<file path="config.mk">
export PLATFORM = sky130hd
export DESIGN_NAME = echo_measure
export DESIGN_NICKNAME = d
export VERILOG_FILES = /design/src/rtl/echo_pkg.sv /design/src/rtl/echo_debounce.sv /design/src/rtl/echo_measure.sv
export SDC_FILE = /design/constraint.sdc
export NUM_CORES = 1
export LEC_CHECK = 0
export ABC_AREA = 1
export CELL_PAD_IN_SITES_DETAIL_PLACEMENT = 0
export CELL_PAD_IN_SITES_GLOBAL_PLACEMENT = 1
export CORE_MARGIN = 2
export CORE_UTILIZATION = 45
export DETAILED_ROUTE_END_ITERATION = 10
export PLACE_DENSITY = 0.79
export RECOVER_POWER = 100
export SKIP_LAST_GASP = 1
export SYNTH_ARGS = -nofsm -noshare
export SYNTH_HDL_FRONTEND = slang
export SYNTH_SLANG_ARGS = --single-unit
export TNS_END_PERCENT = 50
</file>
<file path="constraint.sdc">
create_clock -name clk -period 1.9 [get_ports clk]
set_input_delay 0.38 -clock clk [delete_from_list [all_inputs] [get_ports clk]]
set_output_delay 0.38 -clock clk [all_outputs]
set_load 0.005 [all_outputs]
</file>
<file path="src/rtl/echo_pkg.sv">
// Shared types and helpers for the ultrasonic echo measurement block.
package echo_pkg;

  typedef enum logic [1:0] {
    IDLE    = 2'd0,
    ARMED   = 2'd1,
    MEASURE = 2'd2,
    DONE    = 2'd3
  } state_t;

  // Saturation / timeout code for the default 9-bit distance output.
  localparam int DIST_MAX = 511;

  // Bits needed for a counter that runs 0 .. n-1.
  function automatic int cnt_width(input int n);
    return (n > 1) ? $clog2(n) : 1;
  endfunction

endpackage

</file>
<file path="src/rtl/echo_debounce.sv">
// Echo pin synchroniser with an optional stability filter (ECHO_GLITCH_FILTER_EN).
module echo_debounce
  import echo_pkg::*;
#(
  parameter int FILTER_CYCLES = 16
) (
  input  logic clk,
  input  logic rst_n,
  input  logic echo,
  output logic level
);

  logic sync1;
  logic sync2;

  always_ff @(posedge clk or negedge rst_n) begin
    if (!rst_n) begin
      sync1 <= 1'b0;
      sync2 <= 1'b0;
    end else begin
      sync1 <= echo;
      sync2 <= sync1;
    end
  end

`ifdef ECHO_GLITCH_FILTER_EN
  generate
    localparam int FW = cnt_width(FILTER_CYCLES);

    logic [FW-1:0] hold_cnt;
    logic          filt;

    // The clean level only follows sync2 after FILTER_CYCLES consecutive disagreeing samples.
    always_ff @(posedge clk or negedge rst_n) begin
      if (!rst_n) begin
        hold_cnt <= '0;
        filt     <= 1'b0;
      end else if (sync2 == filt) begin
        hold_cnt <= '0;
      end else if (hold_cnt == FW'(FILTER_CYCLES - 1)) begin
        hold_cnt <= '0;
        filt     <= sync2;
      end else begin
        hold_cnt <= hold_cnt + 1'b1;
      end
    end

    assign level = filt;
  endgenerate
`else
  localparam int unused_filter_cycles = FILTER_CYCLES;
  assign level = sync2;
`endif

endmodule

</file>
<file path="src/rtl/echo_measure.sv">
// Converts the ultrasonic echo pulse width into centimetres; optional echo glitch filter via ECHO_GLITCH_FILTER_EN.
module echo_measure
  import echo_pkg::*;
#(
  parameter int CYCLES_PER_CM = 5800,
  parameter int DIST_W        = $clog2(DIST_MAX + 1),
  parameter int THRESH_CM     = 30,
  parameter int ARM_TIMEOUT   = 1000000,
  parameter int ECHO_TIMEOUT  = 3800000,
  parameter int FILTER_CYCLES = 16
) (
  input  logic              clk,
  input  logic              rst_n,
  input  logic              trig,
  input  logic              echo,
  output logic [DIST_W-1:0] dist_cm,
  output logic              dist_valid,
  output logic              obstacle,
  output logic              timeout
);

  localparam int SUB_W = cnt_width(CYCLES_PER_CM);
  localparam int ARM_W = cnt_width(ARM_TIMEOUT);
  localparam int LEN_W = cnt_width(ECHO_TIMEOUT);
  localparam logic [DIST_W-1:0] CM_MAX = '1;

  state_t             state;
  logic               echo_level;
  logic               echo_q;
  logic               trig_q;
  logic               timed_out;
  logic [ARM_W-1:0]   wait_cnt;
  logic [SUB_W-1:0]   sub_cnt;
  logic [DIST_W-1:0]  cm_cnt;
  logic [LEN_W-1:0]   len_cnt;

  logic echo_rise;
  logic echo_fall;
  logic trig_fall;

  echo_debounce #(
    .FILTER_CYCLES(FILTER_CYCLES)
  ) u_debounce (
    .clk  (clk),
    .rst_n(rst_n),
    .echo (echo),
    .level(echo_level)
  );

  always_ff @(posedge clk or negedge rst_n) begin
    if (!rst_n) begin
      echo_q <= 1'b0;
      trig_q <= 1'b0;
    end else begin
      echo_q <= echo_level;
      trig_q <= trig;
    end
  end

  assign echo_rise = echo_level & ~echo_q;
  assign echo_fall = ~echo_level & echo_q;
  assign trig_fall = ~trig & trig_q;

  always_ff @(posedge clk or negedge rst_n) begin
    if (!rst_n) begin
      state      <= IDLE;
      wait_cnt   <= '0;
      sub_cnt    <= '0;
      cm_cnt     <= '0;
      len_cnt    <= '0;
      timed_out  <= 1'b0;
      dist_cm    <= '0;
      dist_valid <= 1'b0;
      obstacle   <= 1'b0;
      timeout    <= 1'b0;
    end else begin
      dist_valid <= 1'b0;
      case (state)
        IDLE: begin
          if (trig_fall) begin
            state    <= ARMED;
            wait_cnt <= '0;
          end
        end
        // Only a fresh edge starts a measurement; a level already high on entry is stale.
        ARMED: begin
          if (echo_rise) begin
            state   <= MEASURE;
            sub_cnt <= '0;
            cm_cnt  <= '0;
            len_cnt <= '0;
          end else if (wait_cnt == ARM_W'(ARM_TIMEOUT - 1)) begin
            state     <= DONE;
            timed_out <= 1'b1;
          end else begin
            wait_cnt <= wait_cnt + 1'b1;
          end
        end
        MEASURE: begin
          len_cnt <= len_cnt + 1'b1;
          if (sub_cnt == SUB_W'(CYCLES_PER_CM - 1)) begin
            sub_cnt <= '0;
            if (cm_cnt != CM_MAX) cm_cnt <= cm_cnt + 1'b1;
          end else begin
            sub_cnt <= sub_cnt + 1'b1;
          end
          if (echo_fall) begin
            state     <= DONE;
            timed_out <= 1'b0;
          end else if (len_cnt == LEN_W'(ECHO_TIMEOUT - 1)) begin
            state     <= DONE;
            timed_out <= 1'b1;
          end
        end
        DONE: begin
          state      <= IDLE;
          dist_valid <= 1'b1;
          if (timed_out) begin
            dist_cm  <= CM_MAX;
            timeout  <= 1'b1;
            obstacle <= 1'b0;
          end else begin
            dist_cm  <= cm_cnt;
            timeout  <= 1'b0;
            obstacle <= (int'(cm_cnt) < THRESH_CM);
          end
        end
        default: state <= IDLE;
      endcase
    end
  end

endmodule

</file>
After elaboration in Yosys (flattened, before gate mapping)
Cells that the tools add are included.
{"block": "word_totals", "word_cells": 77, "regBits": 83, "in_bits": 4, "out_inout_bits": 12}
{"block": "classes", "magnitude_cmp": 1, "addsub": 4, "n_mux": 28, "reduce_logical": 8, "n_eq_ne": 16, "n_bitwise": 6}
{"cell": "$mux 20", "count": 3}
{"cell": "$pmux 22 s2", "count": 1}
{"cell": "$pmux 20 s2", "count": 1}
{"cell": "$mux 9", "count": 4}
{"cell": "$mux 13", "count": 2}
{"cell": "$pmux 13 s2", "count": 1}
{"cell": "$add 22x1->22 const B", "count": 1}
{"cell": "$eq 22x22->1 const B", "count": 1}
{"cell": "$mux 22", "count": 1}
{"cell": "$add 20x1->20 const B", "count": 1}
{"cell": "$eq 20x20->1 const B", "count": 1}
{"cell": "$pmux 9 s2", "count": 1}
{"cell": "$ne 2x2->1 const B", "count": 7}
{"cell": "$add 13x1->13 const B", "count": 1}
{"cell": "$eq 13x13->1 const B", "count": 1}
{"cell": "$reduce_and 4->1", "count": 3}
{"cell": "$mux 2", "count": 5}
{"cell": "$add 9x1->9 const B", "count": 1}
{"cell": "$lt 9x5->1 const B", "count": 1}
{"cell": "$ne 9x9->1 const B", "count": 1}
{"cell": "$pmux 2 s4", "count": 1}
{"cell": "$mux 1", "count": 7}
{"cell": "$ne 3x3->1 const B", "count": 2}
{"cell": "$eq 2x2->1 const B", "count": 2}
{"cell": "8 further kinds", "count": 13}

Depth between registers and ports, before layout
Gate-level depths: netlist of the first run.
{"block": "logic_depth", "depth_word": 4, "mapped_depth": 13, "ltp_nobuf": 12}

Cells and area by module
A second synthesis of the first run with hierarchy kept.
{"block": "hier_totals", "hier_cells": 621, "area_unflattened_um2": 4571.9}
{"module": "echo_measure", "cells_per_inst": 619, "instances": 1, "seq_area_each_um2": 2026.9, "area_each_um2": 4521.8}
{"module": "echo_debounce", "cells_per_inst": 2, "instances": 1, "seq_area_each_um2": 50.0, "area_each_um2": 50.0}

Worst setup path after synthesis of the first run
No wires, ideal clock.
{"block": "synth_timing", "kind": "reg2reg", "startpoint": "register cm_cnt[0]", "endpoint": "register cm_cnt[0]", "t_arrival_ns": 1.584, "required_time_ns": 1.774, "path_stages_with_launch": 11, "slack_ns": 0.190, "path_cell_list": "dfrtp_1 ha_1 nand3_1 nor4_1 inv_1 nor2_1 ha_1 nand2_1 nand3_2 buf_4 o21ai_0"}
{"block": "synth_via", "elab_chain_cells": 4, "elab_cells_between_ends": 7, "cone_classes": "1 x add/sub; 2 x eq/ne; 3 x mux; 1 x reduce/logical"}
{"item": "start: declaration", "line_no": "echo_measure.sv:34", "text": "logic [DIST_W-1:0] cm_cnt;"}
{"item": "start signal: assignment", "line_no": "echo_measure.sv:103", "text": "if (cm_cnt != CM_MAX) cm_cnt <= cm_cnt + 1'b1;"}
{"item": "$add 9x1->9", "line_no": "echo_measure.sv:103"}
{"item": "$mux 9", "line_no": "echo_measure.sv:103"}
{"item": "$mux 9", "line_no": "echo_measure.sv:101", "text": "if (sub_cnt == SUB_W'(CYCLES_PER_CM - 1)) begin"}
{"item": "$pmux 9 s2", "line_no": "echo_measure.sv:78", "text": "case (state)"}
Parallel ways exist; a longest one is shown, timed or not. The select of a mux whose other input is x is not followed.
A chain may end at the register's enable or synchronous reset.

Worst setup path in the final report of the first run
{"block": "layout_timing", "startpoint": "register state[1]", "endpoint": "register sub_cnt[10]"}
{"block": "layout_via", "elab_chain_cells": 3, "elab_cells_between_ends": 6, "cone_classes": "3 x eq/ne; 1 x mux; 2 x reduce/logical"}
{"item": "start: declaration", "line_no": "echo_measure.sv:27", "text": "state_t state;"}
{"item": "start signal: assignment", "line_no": "echo_measure.sv:66", "text": "state <= IDLE;"}
{"item": "start signal: assignment", "line_no": "echo_measure.sv:81", "text": "state <= ARMED;"}
{"item": "start signal: assignment", "line_no": "echo_measure.sv:88", "text": "state <= MEASURE;"}
{"item": "$eq 2x1->1 / $eq 2x2->1 (equally long branches)", "line_no": "echo_measure.sv:78"}
{"item": "$ne 2x2->1 (no line) / $reduce_bool 2->1 (equally long branches)"}
{"item": "$reduce_and 2->1 (no line)"}
{"item": "end signal: assignment", "line_no": "echo_measure.sv:105", "text": "sub_cnt <= sub_cnt + 1'b1;"}
{"item": "end: declaration", "line_no": "echo_measure.sv:33", "text": "logic [SUB_W-1:0] sub_cnt;"}
Parallel ways exist; a longest one is shown, timed or not.

==> results of run 1 <==
## cells by family after synthesis
family,after synthesis,synth area share (%)
fa+ha+maj,9,2.46
simple gates,357,33.0
flops,83,45.4
buf+inv,77,7.03
compound gates,82,9.58
xor+xnor,13,2.49
## report_power, final
group / internal, mW / switching, mW / total (mW)
logic: 0.880 / 1.18 / 2.06
registers: 2.01 / 0.181 / 2.19
clock network: 0.779 / 0.683 / 1.46
## registers in the layout (all words and copies together) (netlist names), 2 cells and up
name,flops
cm_cnt,9
len_cnt,22
dist_cm,9
state,2
sub_cnt,13
wait_cnt,20
## final timing paths
path,cells past startpoint,from,slack (ns),end
setup / recovery,13,state[1],0.06,sub_cnt[10]
hold / removal,0,u_debounce.sync1,0.38,u_debounce.level
setup reg to reg,13,state[1],0.06,sub_cnt[10]
hold reg to reg,0,u_debounce.sync1,0.38,u_debounce.level
max in group asynchronous,3,rst_n,0.33,sub_cnt[7]
min in group asynchronous,2,rst_n,0.59,wait_cnt[16]
## layout by cell type, fill, tap and decap left out, types with 2 or more instances in the layout
cell | synthesis | layout
a21oi_1 | 26 | 26
a31oi_1 | 6 | 6
buf_4 | 2 | 21
bufinv_16 | 0 | 2
clkbuf_2 | 0 | 3
clkbuf_8 | 0 | 10
clkdlybuf4s50_1 | 0 | 12
clkinv_2 | 0 | 2
dfrtp_1 | 83 | 83
dlygate4sd3_1 | 0 | 3
ha_1 | 9 | 6
ha_2 | 0 | 3
inv_1 | 65 | 63
inv_2 | 1 | 3
nand2_1 | 189 | 188
nand2_2 | 4 | 4
nand3_1 | 43 | 42
nand3_2 | 2 | 3
nand3b_1 | 2 | 2
nand4_1 | 13 | 13
nor2_1 | 82 | 78
nor2_2 | 4 | 7
nor2_4 | 1 | 2
nor3_1 | 13 | 11
nor3_2 | 1 | 3
o211ai_1 | 2 | 2
o21ai_0 | 42 | 41
o21ai_2 | 1 | 2
xnor2_1 | 3 | 3
xor2_1 | 10 | 10
## metal layers
layer | up-vias | track usage, % | wire length, um
li1 | 2097 | - | -
met2 | 81 | 30.9 | 4760
met1 | 1939 | 28.1 | 5230
met4 | 0 | 6.48 | 93
met3 | 10 | 3.37 | 395
met5 | - | 0 | 0
## repair_timing
item / CTS / global route
cloned: 0 / 1
setup buffers: 0 / 6
endpoints found under the setup margin: 13 / 44
hold endpoints to repair: 25 / 0
pin swaps: 0 / 2
resized for setup: 3 / 18
hold buffers: 1 / 0
## area by class of cell
| class | count | area share [%] |
|---|---|---|
| flip-flops and latches | 83 | 38.9 |
| clock buffers | 10 | 2.58 |
| inverters | 67 | 4.71 |
| clock inverters | 6 | 1.64 |
| multi-input cells | 462 | 42.1 |
| repair buffers | 43 | 6.92 |
| well taps | 133 | 3.12 |
## worst reg2reg max path, delay by kind of cell, from the launching register on
kind	cells	cell delay, ns
DFF	1	0.42
adders and majority gates	1	0.20
and+or+nand+nor	8	0.72
buffers and inverters	4	0.40
==> flow_summary.yaml, run 1 <==
placed_design:
  gp_congestion: 0.841
  dpl_worst_slack_ns: -0.0213
  dpl.hpwl_um: 7430
  dpl_cell_area_um2: 5000
  port_buffers: 15
  dp.cells: 780
sta:
  clock-skew-final_ns: 0.0102
  max-slew-margin-rel_pct: 54.1
  layout_min_cycle_time_ns: 1.84
  tightestPinTransition_ns: 0.689
  grt_setup_unrepaired: "yes"
  timing.final.crit_share_pct: 96.9
  holdWs_ns: 0.377
  max_freq_mhz: 543
  hold_violations: 0
  setup_slack_ns: 0.0583
  slew_viol_final: 0
  setup_tns_ns: 0
  setup_viol: 0
cells_and_area:
  drive_gt1_share_pct: 11.2
  fin_util_pct: 54.3
  final_cells: 804
  multi_input_area_um2: 2250
  syn_to_final_growth_pct: 16.7
  final-seq-area_um2: 2080
  fin_area_um2: 5340
  antenna_cells: 0
  finalNetCount: 679
  num-fill-cells: 1004
die:
  die_w_um: 105
  core_region_area_um2: 9820
  io_pins: 16
  start_util_pct: 46.6
  dieArea_um2: 11000
  rows: 36
  die_height_um: 105
grt:
  grt_overflow: 0
  grt_pass1_vias: 3810
  grt_pass1_wl_um: 17700
  grt_max_degree: 33
  antenna_found_initial: 0
  track_usage_pct: 19.8
logic_synthesis:
  syn-num-nets: 634
  synth.ff_latch_count: 83
  synth.most_common_cell: "nand2_1"
  synth_ff_type: "dfrtp_1"
  synth-async-reset-ratio_pct: 100
  syn_area_um2: 4570
  netlist.area_leader.share_pct: 45.4
  ys_top_cells_by_count: "189 x nand2_1, 83 x dfrtp_1, 82 x nor2_1, 65 x inv_1, 43 x nand3_1"
  synthCells: 621
  synth.distinct_cells: 36
  ys_seq_area_share_pct: 45.4
  synth_top_area_cell: "dfrtp_1"
  synth_edf_count: 0
  yosys_warnings: 0
  syn_avg_cell_area_um2: 7.36
  synth_area_leaders: "dfrtp_1 45%, nand2_1 16%, nor2_1 6.7%, inv_1 5.3%, nand3_1 4.7%"
critical_path:
  max_stage_delay_ns: 0.42
  cp_common_cell: "nand2_1"
  start_kind: "flip-flop"
  crit_required_ns: 2.17
  arrival_ns: 2.11
  crit_type: "reg -> reg"
  cp_slowest_cell: "dfrtp_1"
  cp_top_family: "simple AND/OR/NAND/NOR gates"
  crit_fanout: 13
  path_cells: "inv_1 -> ha_2 -> inv_1 -> nand2_1 -> nand2_4 -> buf_8 -> nand3b_2 -> inv_2 -> nand2_1 -> nor2_1 -> nand2_1 -> nand2_1 -> nor2_1"
  cp_num_buf_inv: 4
  endpoint_kind: "flip-flop"
drt:
  drtIter0Drc: 184
  postRouteAntennaNets: 0
  drcViolationCount: 0
  firstDrtPassIters: 4
  viasPerCell: 5.13
  post_drt_wl_per_cell_um: 13.0
  vias: 4127
  routed_wl_um: 10500
power:
  power_mw: 5.72
  powerDensity_nw_per_um2: 1070
  vdd_drop_max_v: 0.000419
  p_leak_nw: 2.41
clock_tree:
  cts_tree: "yes"
  cts_buffer_depth: 2
  clkLatencyLatePin_ns: 0.37
  cts.sinks: 83
  htree_levels: 3
  cts-buffers-inserted: 9
  clkTransAtPathRegs_ns: 0.09
  root_buffer: "clkbuf_8"
flow_run:
  cap_viol_max_count: 0
run_status:
  status: "complete, no violations"
hold_path:
  hold_class: "reg -> reg"
Power figures use the tool's default switching activity.
==> run 2, diff against run 1 <==
Settings changed: SYNTH_HIERARCHICAL set to 1.
Clock period 1.9 ns to 2.1 ns, I/O delays scaled along.
==> run 2 against run 1 <==
Compared with the run above:
- flip-flop and latch count is the same
- critical endpoint is now len_cnt[17]
- first-iteration DRC count grew 16%
- largest cell class unchanged
- total power fell by 18%
==> flow_summary.yaml, run 2 <==
logic_synthesis:
  synth.most_common_cell: "nand2_1"
  synth_top_area_cell: "dfrtp_1"
  synth_mux_area_share_pct: 0
  synth_adder_area_share_pct: 2.46
  synth-async-reset-ratio_pct: 100
  synth.distinct_cells: 36
  yosys_warnings: 6
  netlist.area_leader.share_pct: 45.4
  synthCells: 621
  ys_top_cells_by_count: "189 x nand2_1, 83 x dfrtp_1, 82 x nor2_1, 65 x inv_1, 43 x nand3_1"
  syn_area_um2: 4570
  syn_avg_cell_area_um2: 7.36
  synth_edf_count: 0
  synth_simple_gate_area_share_pct: 33.0
  synth_top_family_by_area: "simple AND/OR/NAND/NOR gates"
  synth_compound_area_share_pct: 9.58
  synth_ff_type: "dfrtp_1"
  syn-num-nets: 634
  synth.ff_latch_count: 83
  synth-xor-area-share_pct: 2.49
  ys_seq_area_share_pct: 45.4
  synth_area_leaders: "dfrtp_1 45%, nand2_1 16%, nor2_1 6.7%, inv_1 5.3%, nand3_1 4.7%"
placed_design:
  dpl_worst_slack_ns: 0.111
  dpl_cell_area_um2: 4910
  gp_congestion: 0.830
  port_buffers: 15
  dp.cells: 770
  dpl.hpwl_um: 7410
die:
  start_util_pct: 46.6
  die_height_um: 105
  rows: 36
  core_region_area_um2: 9820
  die_w_um: 105
  io_pins: 16
  dieArea_um2: 11000
critical_path:
  start_kind: "flip-flop"
  ff2ff_path_depth: 11
  crit_required_ns: 2.36
  arrival_ns: 2.18
  crit_fanout: 7
  crit_type: "reg -> reg"
  endpoint_kind: "flip-flop"
flow_run:
  cap_viol_max_count: 0
cells_and_area:
  syn_to_final_growth_pct: 12.0
  final_common_cell: "nand2_1"
  antenna_cells: 0
  largest_reg_flops: 22
  top_regs: "len_cnt: 22 flops, wait_cnt: 20 flops, sub_cnt: 13 flops"
  mostFrequentLayoutCells: "191 x nand2_1, 83 x nor2_1, 83 x dfrtp_1"
  final_cells: 787
  drive_gt1_share_pct: 5.81
  finalNetCount: 662
  fin_area_um2: 5120
  top_register: "len_cnt"
sta:
  layout_min_cycle_time_ns: 1.92
  tightestPinTransition_ns: 1.12
  slew_viol_final: 0
  timing.final.crit_share_pct: 91.4
  clock-skew-final_ns: 0.00795
  max-slew-margin-rel_pct: 25.2
  setup_tns_ns: 0
  max_freq_mhz: 521
  setup_slack_ns: 0.180
  setup_viol: 0
  grt_setup_unrepaired: "yes"
  hold_violations: 0
clock_tree:
  htree_levels: 3
  clkLatencyLatePin_ns: 0.37
  cts.sinks: 83
  clkTransAtPathRegs_ns: 0.09
  cts-buffers-inserted: 9
  postCtsSetupRepairBufs: 0
  root_buffer: "clkbuf_8"
  cts_tree: "yes"
  cts_buffer_depth: 2
drt:
  viasPerCell: 5.10
  firstDrtPassIters: 5
  vias: 4013
  drtIter0Drc: 213
  postRouteAntennaNets: 0
  routed_wl_um: 10200
  wl_met3_um: 343
  drcViolationCount: 0
  wl_met1_um: 5100
  post_drt_wl_per_cell_um: 13.0
  wl_met2_um: 4650
  top_layer: "met4"
power:
  p_leak_nw: 2.33
  powerDensity_nw_per_um2: 914
  vdd_drop_max_v: 0.000415
  power_mw: 4.68
grt:
  track_usage_pct: 20.1
  grt_pass1_wl_um: 17900
  grt_pass1_vias: 3842
  grt_max_degree: 42
  grt_overflow: 0
  antenna_found_initial: 0
hold_path:
  hold_class: "reg -> reg"
  holdPathStages: 0
run_status:
  status: "complete, no violations"
run 2: cells by family (layout without fill, tap and decap cells):
family                   Yosys count  count (layout)
buffers and inverters             77             110
XOR/XNOR                          13              13
AO/OA/AOI/OAI                     82              82
adder cells (fa/ha/maj)            9               9
flip-flops                        83              83
AND/OR/NAND/NOR                  357             357
run 2: layout make-up:
cell class,count,area (um2)
Multi-Input combinational cell,461,2190
Clock inverter,5,62.6
Inverter,67,251
Fill cell,1001,4700
Timing Repair Buffer,27,233
Tap cell,133,166
Clock buffer,11,141
Sequential cell,83,2080
run 2: timing repair:
item                                    CTS  global route
gates resized for setup                   0             7
endpoints found under the setup margin    0            27
endpoints found under the hold margin    17             0
hold buffers                              1             0
run 2: through the flow:
stage                     hold slack, ns  util (%)
final                              0.403      52.2
after floorplan                    0.124         -
after global routing               0.408      52.2
after CTS                          0.398      52.2
after detailed placement           0.324      50.0
after global placement             0.324      50.0
run 2: path summary, 6_finish.rpt:
path | start | to | slack [ns]
hold reg to reg | u_debounce/sync1 | u_debounce/level | 0.40
setup / recovery | state[1] | len_cnt[17] | 0.18
min in group asynchronous | rst_n | wait_cnt[12] | 0.78
hold / removal | u_debounce/sync1 | u_debounce/level | 0.40
max in group asynchronous | rst_n | sub_cnt[4] | 0.27
setup reg to reg | state[1] | len_cnt[17] | 0.18
run 2: layer usage:
layer	global-route usage [%]	vias up
met1	28.2	1875
met2	31.6	70
met3	3.43	12
met5	0	-
li1	-	2056
met4	6.57	0
run 2: critical path, stage by stage, from the launching register on:
cell     delay [ns]
dfrtp_1        0.38
inv_1          0.09
ha_2           0.26
nand3_1        0.15
nand2_2        0.15
nand2_1        0.13
nor2_2         0.19
inv_1          0.10
nor2_1         0.15
nand3_1        0.09
nand2_1        0.06
nor2_1         0.04
run 2: report_power, final:
group | internal (mW) | switching [mW] | total [mW]
logic | 0.531 | 0.964 | 1.50
clock network | 0.586 | 0.623 | 1.21
registers | 1.82 | 0.156 | 1.98
total | 2.94 | 1.74 | 4.68
==> run 3, diff against run 2 <==
Settings changed: SYNTH_HIERARCHICAL 1 to unset.
==> run 3 against run 2 <==
Compared with the run above:
- die area unchanged
- sequential power about the same
- total power down 0.15%
- via count about the same
- non-clock buffer count unchanged
- flip-flop and latch count unchanged
- maximum frequency hardly changed
- first-iteration DRC count is 7.0% higher
- core utilization did not move
- combinational power barely moved
- clock-buffer cell count did not move
==> flow_summary.yaml, run 3 (same netlist as run 1, synthesis figures left out) <==
run_status:
  status: "complete, no violations"
grt:
  met3_usage_pct: 3.43
  met1_usage_pct: 28.2
  grt_util_met2_pct: 31.6
  antenna_found_initial: 0
  grt-busiest-layer: "met2"
  grt_overflow: 0
  grt_pass1_vias: 3842
  grt_pass1_wl_um: 17900
  track_usage_pct: 20.1
  grt_max_degree: 42
sta:
  tightestPinTransition_ns: 1.14
  setup_slack_ns: 0.180
  layout_min_cycle_time_ns: 1.92
  setup_viol: 0
  max-slew-margin-rel_pct: 24.3
  hold_violations: 0
  holdWs_ns: 0.404
  slew_viol_final: 0
  max_freq_mhz: 521
  timing.final.crit_share_pct: 91.4
  clock-skew-final_ns: 0.00657
  setup_tns_ns: 0
  grt_setup_unrepaired: "yes"
clock_tree:
  cts.sinks: 83
  root_buffer: "clkbuf_8"
  htree_levels: 3
  cts_buffer_depth: 2
  cts_tree: "yes"
  cts-buffers-inserted: 9
  clkLatencyLatePin_ns: 0.37
  clkTransAtPathRegs_ns: 0.09
drt:
  viasPerCell: 5.10
  routed_wl_um: 10200
  postRouteAntennaNets: 0
  drcViolationCount: 0
  firstDrtPassIters: 5
  post_drt_wl_per_cell_um: 13.0
  vias: 4016
  drtIter0Drc: 228
critical_path:
  endpoint_kind: "flip-flop"
  cp_num_buf_inv: 2
  cp_slowest_cell: "dfrtp_1"
  crit_fanout: 7
  timing.rr.start: "state[1]"
  arrival_ns: 2.19
  max_stage_delay_ns: 0.38
  regToRegSetupSlack_ns: 0.18
  crit_required_ns: 2.37
  start_kind: "flip-flop"
  path_cells: "inv_1 -> ha_2 -> nand3_1 -> nand2_2 -> nand2_1 -> nor2_2 -> inv_1 -> nor2_1 -> nand3_1 -> nand2_1 -> nor2_1"
  crit_type: "reg -> reg"
  r2r-end: "len_cnt[17]"
  cp_top_family: "simple AND/OR/NAND/NOR gates"
  ff2ff_path_depth: 11
flow_run:
  cap_viol_max_count: 0
cells_and_area:
  syn_to_final_growth_pct: 12.0
  fin_util_pct: 52.2
  largest_reg_flops: 22
  final_common_cell: "nand2_1"
  drive_gt1_share_pct: 5.81
  mostFrequentLayoutCells: "191 x nand2_1, 83 x nor2_1, 83 x dfrtp_1"
  finalNetCount: 662
  num-fill-cells: 1001
  antenna_cells: 0
  top_regs: "len_cnt: 22 flops, wait_cnt: 20 flops, sub_cnt: 13 flops"
  final-seq-area_um2: 2080
  multi_input_area_um2: 2190
  top_register: "len_cnt"
die:
  dieArea_um2: 11000
  start_util_pct: 46.6
  rows: 36
  io_pins: 16
  die_w_um: 105
  die_height_um: 105
  core_region_area_um2: 9820
power:
  p_sw_share_pct: 37.1
  comb_power_share_pct: 32.0
  clock_power_share_pct: 25.8
  p_int_mw: 2.94
  vdd_drop_max_v: 0.000415
  p_leak_nw: 2.33
  p_switching_mw: 1.74
  power_mw: 4.67
  seqPwrFrac_pct: 42.3
  powerDensity_nw_per_um2: 912
placed_design:
  gp_congestion: 0.830
  dpl.hpwl_um: 7410
  dpl_worst_slack_ns: 0.111
  port_buffers: 15
hold_path:
  holdPathEnd: "u_debounce.level"
  holdPathStages: 0
  hold_class: "reg -> reg"
  worstHoldStart: "u_debounce.sync1"
==> run 3: per-layer routing <==
layer / vias to the layer above / wire length, um
met2: 64 / 4640
met5: - / 0
li1: 2055 / -
met1: 1885 / 5110
met3: 12 / 336
met4: 0 / 148
==> run 3: worst reg2reg max path, stage by stage, from the launching register on <==
cell     delay, ns
dfrtp_1       0.38
inv_1         0.09
ha_2          0.26
nand3_1       0.15
nand2_2       0.15
nand2_1       0.13
nor2_2        0.19
inv_1         0.10
nor2_1        0.15
nand3_1       0.09
nand2_1       0.06
nor2_1        0.04
==> run 3: repair_timing <==
action                                  4_1_cts  5_1_grt
hold endpoints to repair                     17        0
endpoints found under the setup margin        0       27
hold buffers                                  1        0
setup buffers                                 0        0
gates resized for setup                       0        7
==> run 3: worst max-delay path by stage <==
stage / startpoint / to / slack [ns] / cells after the start
6_report: state[1] / len_cnt[17] / 0.18 / 11
5_1_grt: wait_cnt[0] / wait_cnt[17] / -0.03 / 9
4_1_cts: cm_cnt[0] / cm_cnt[2] / 0.09 / 11
3_5_place_dp: cm_cnt[0] / cm_cnt[2] / 0.11 / 11
3_3_place_gp: cm_cnt[0] / cm_cnt[3] / 0.18 / 11
2_1_floorplan: cm_cnt[0] / cm_cnt[0] / 0.39 / 10
==> run 3: cell type report <==
type	instances	share of cell area [%]
repair buffers	27	4.54
inverters	67	4.91
clock inverters	5	1.22
multi-input cells	461	42.8
clock buffers	11	2.76
flip-flops and latches	83	40.5
well taps	133	3.25
==> run 3: power groups by stage <==
stage / Clock [mW] / Sequential [mW] / Combinational [mW]
4_1_cts: 1.25 / 1.98 / 1.56
5_1_grt: 1.30 / 2.01 / 1.72
3_3_place_gp: 0 / 2.00 / 1.52
2_1_floorplan: 0 / 2.00 / 1.04
3_5_place_dp: 0 / 2.01 / 1.55
6_report: 1.20 / 1.98 / 1.49
==> run 3: stage by stage <==
step           cell area (um2)  instances
4_1_cts                   5120        787
2_1_floorplan             4570        621
6_report                  5120        787
3_5_place_dp              4910        770
3_3_place_gp              4910        770
5_1_grt                   5120        787
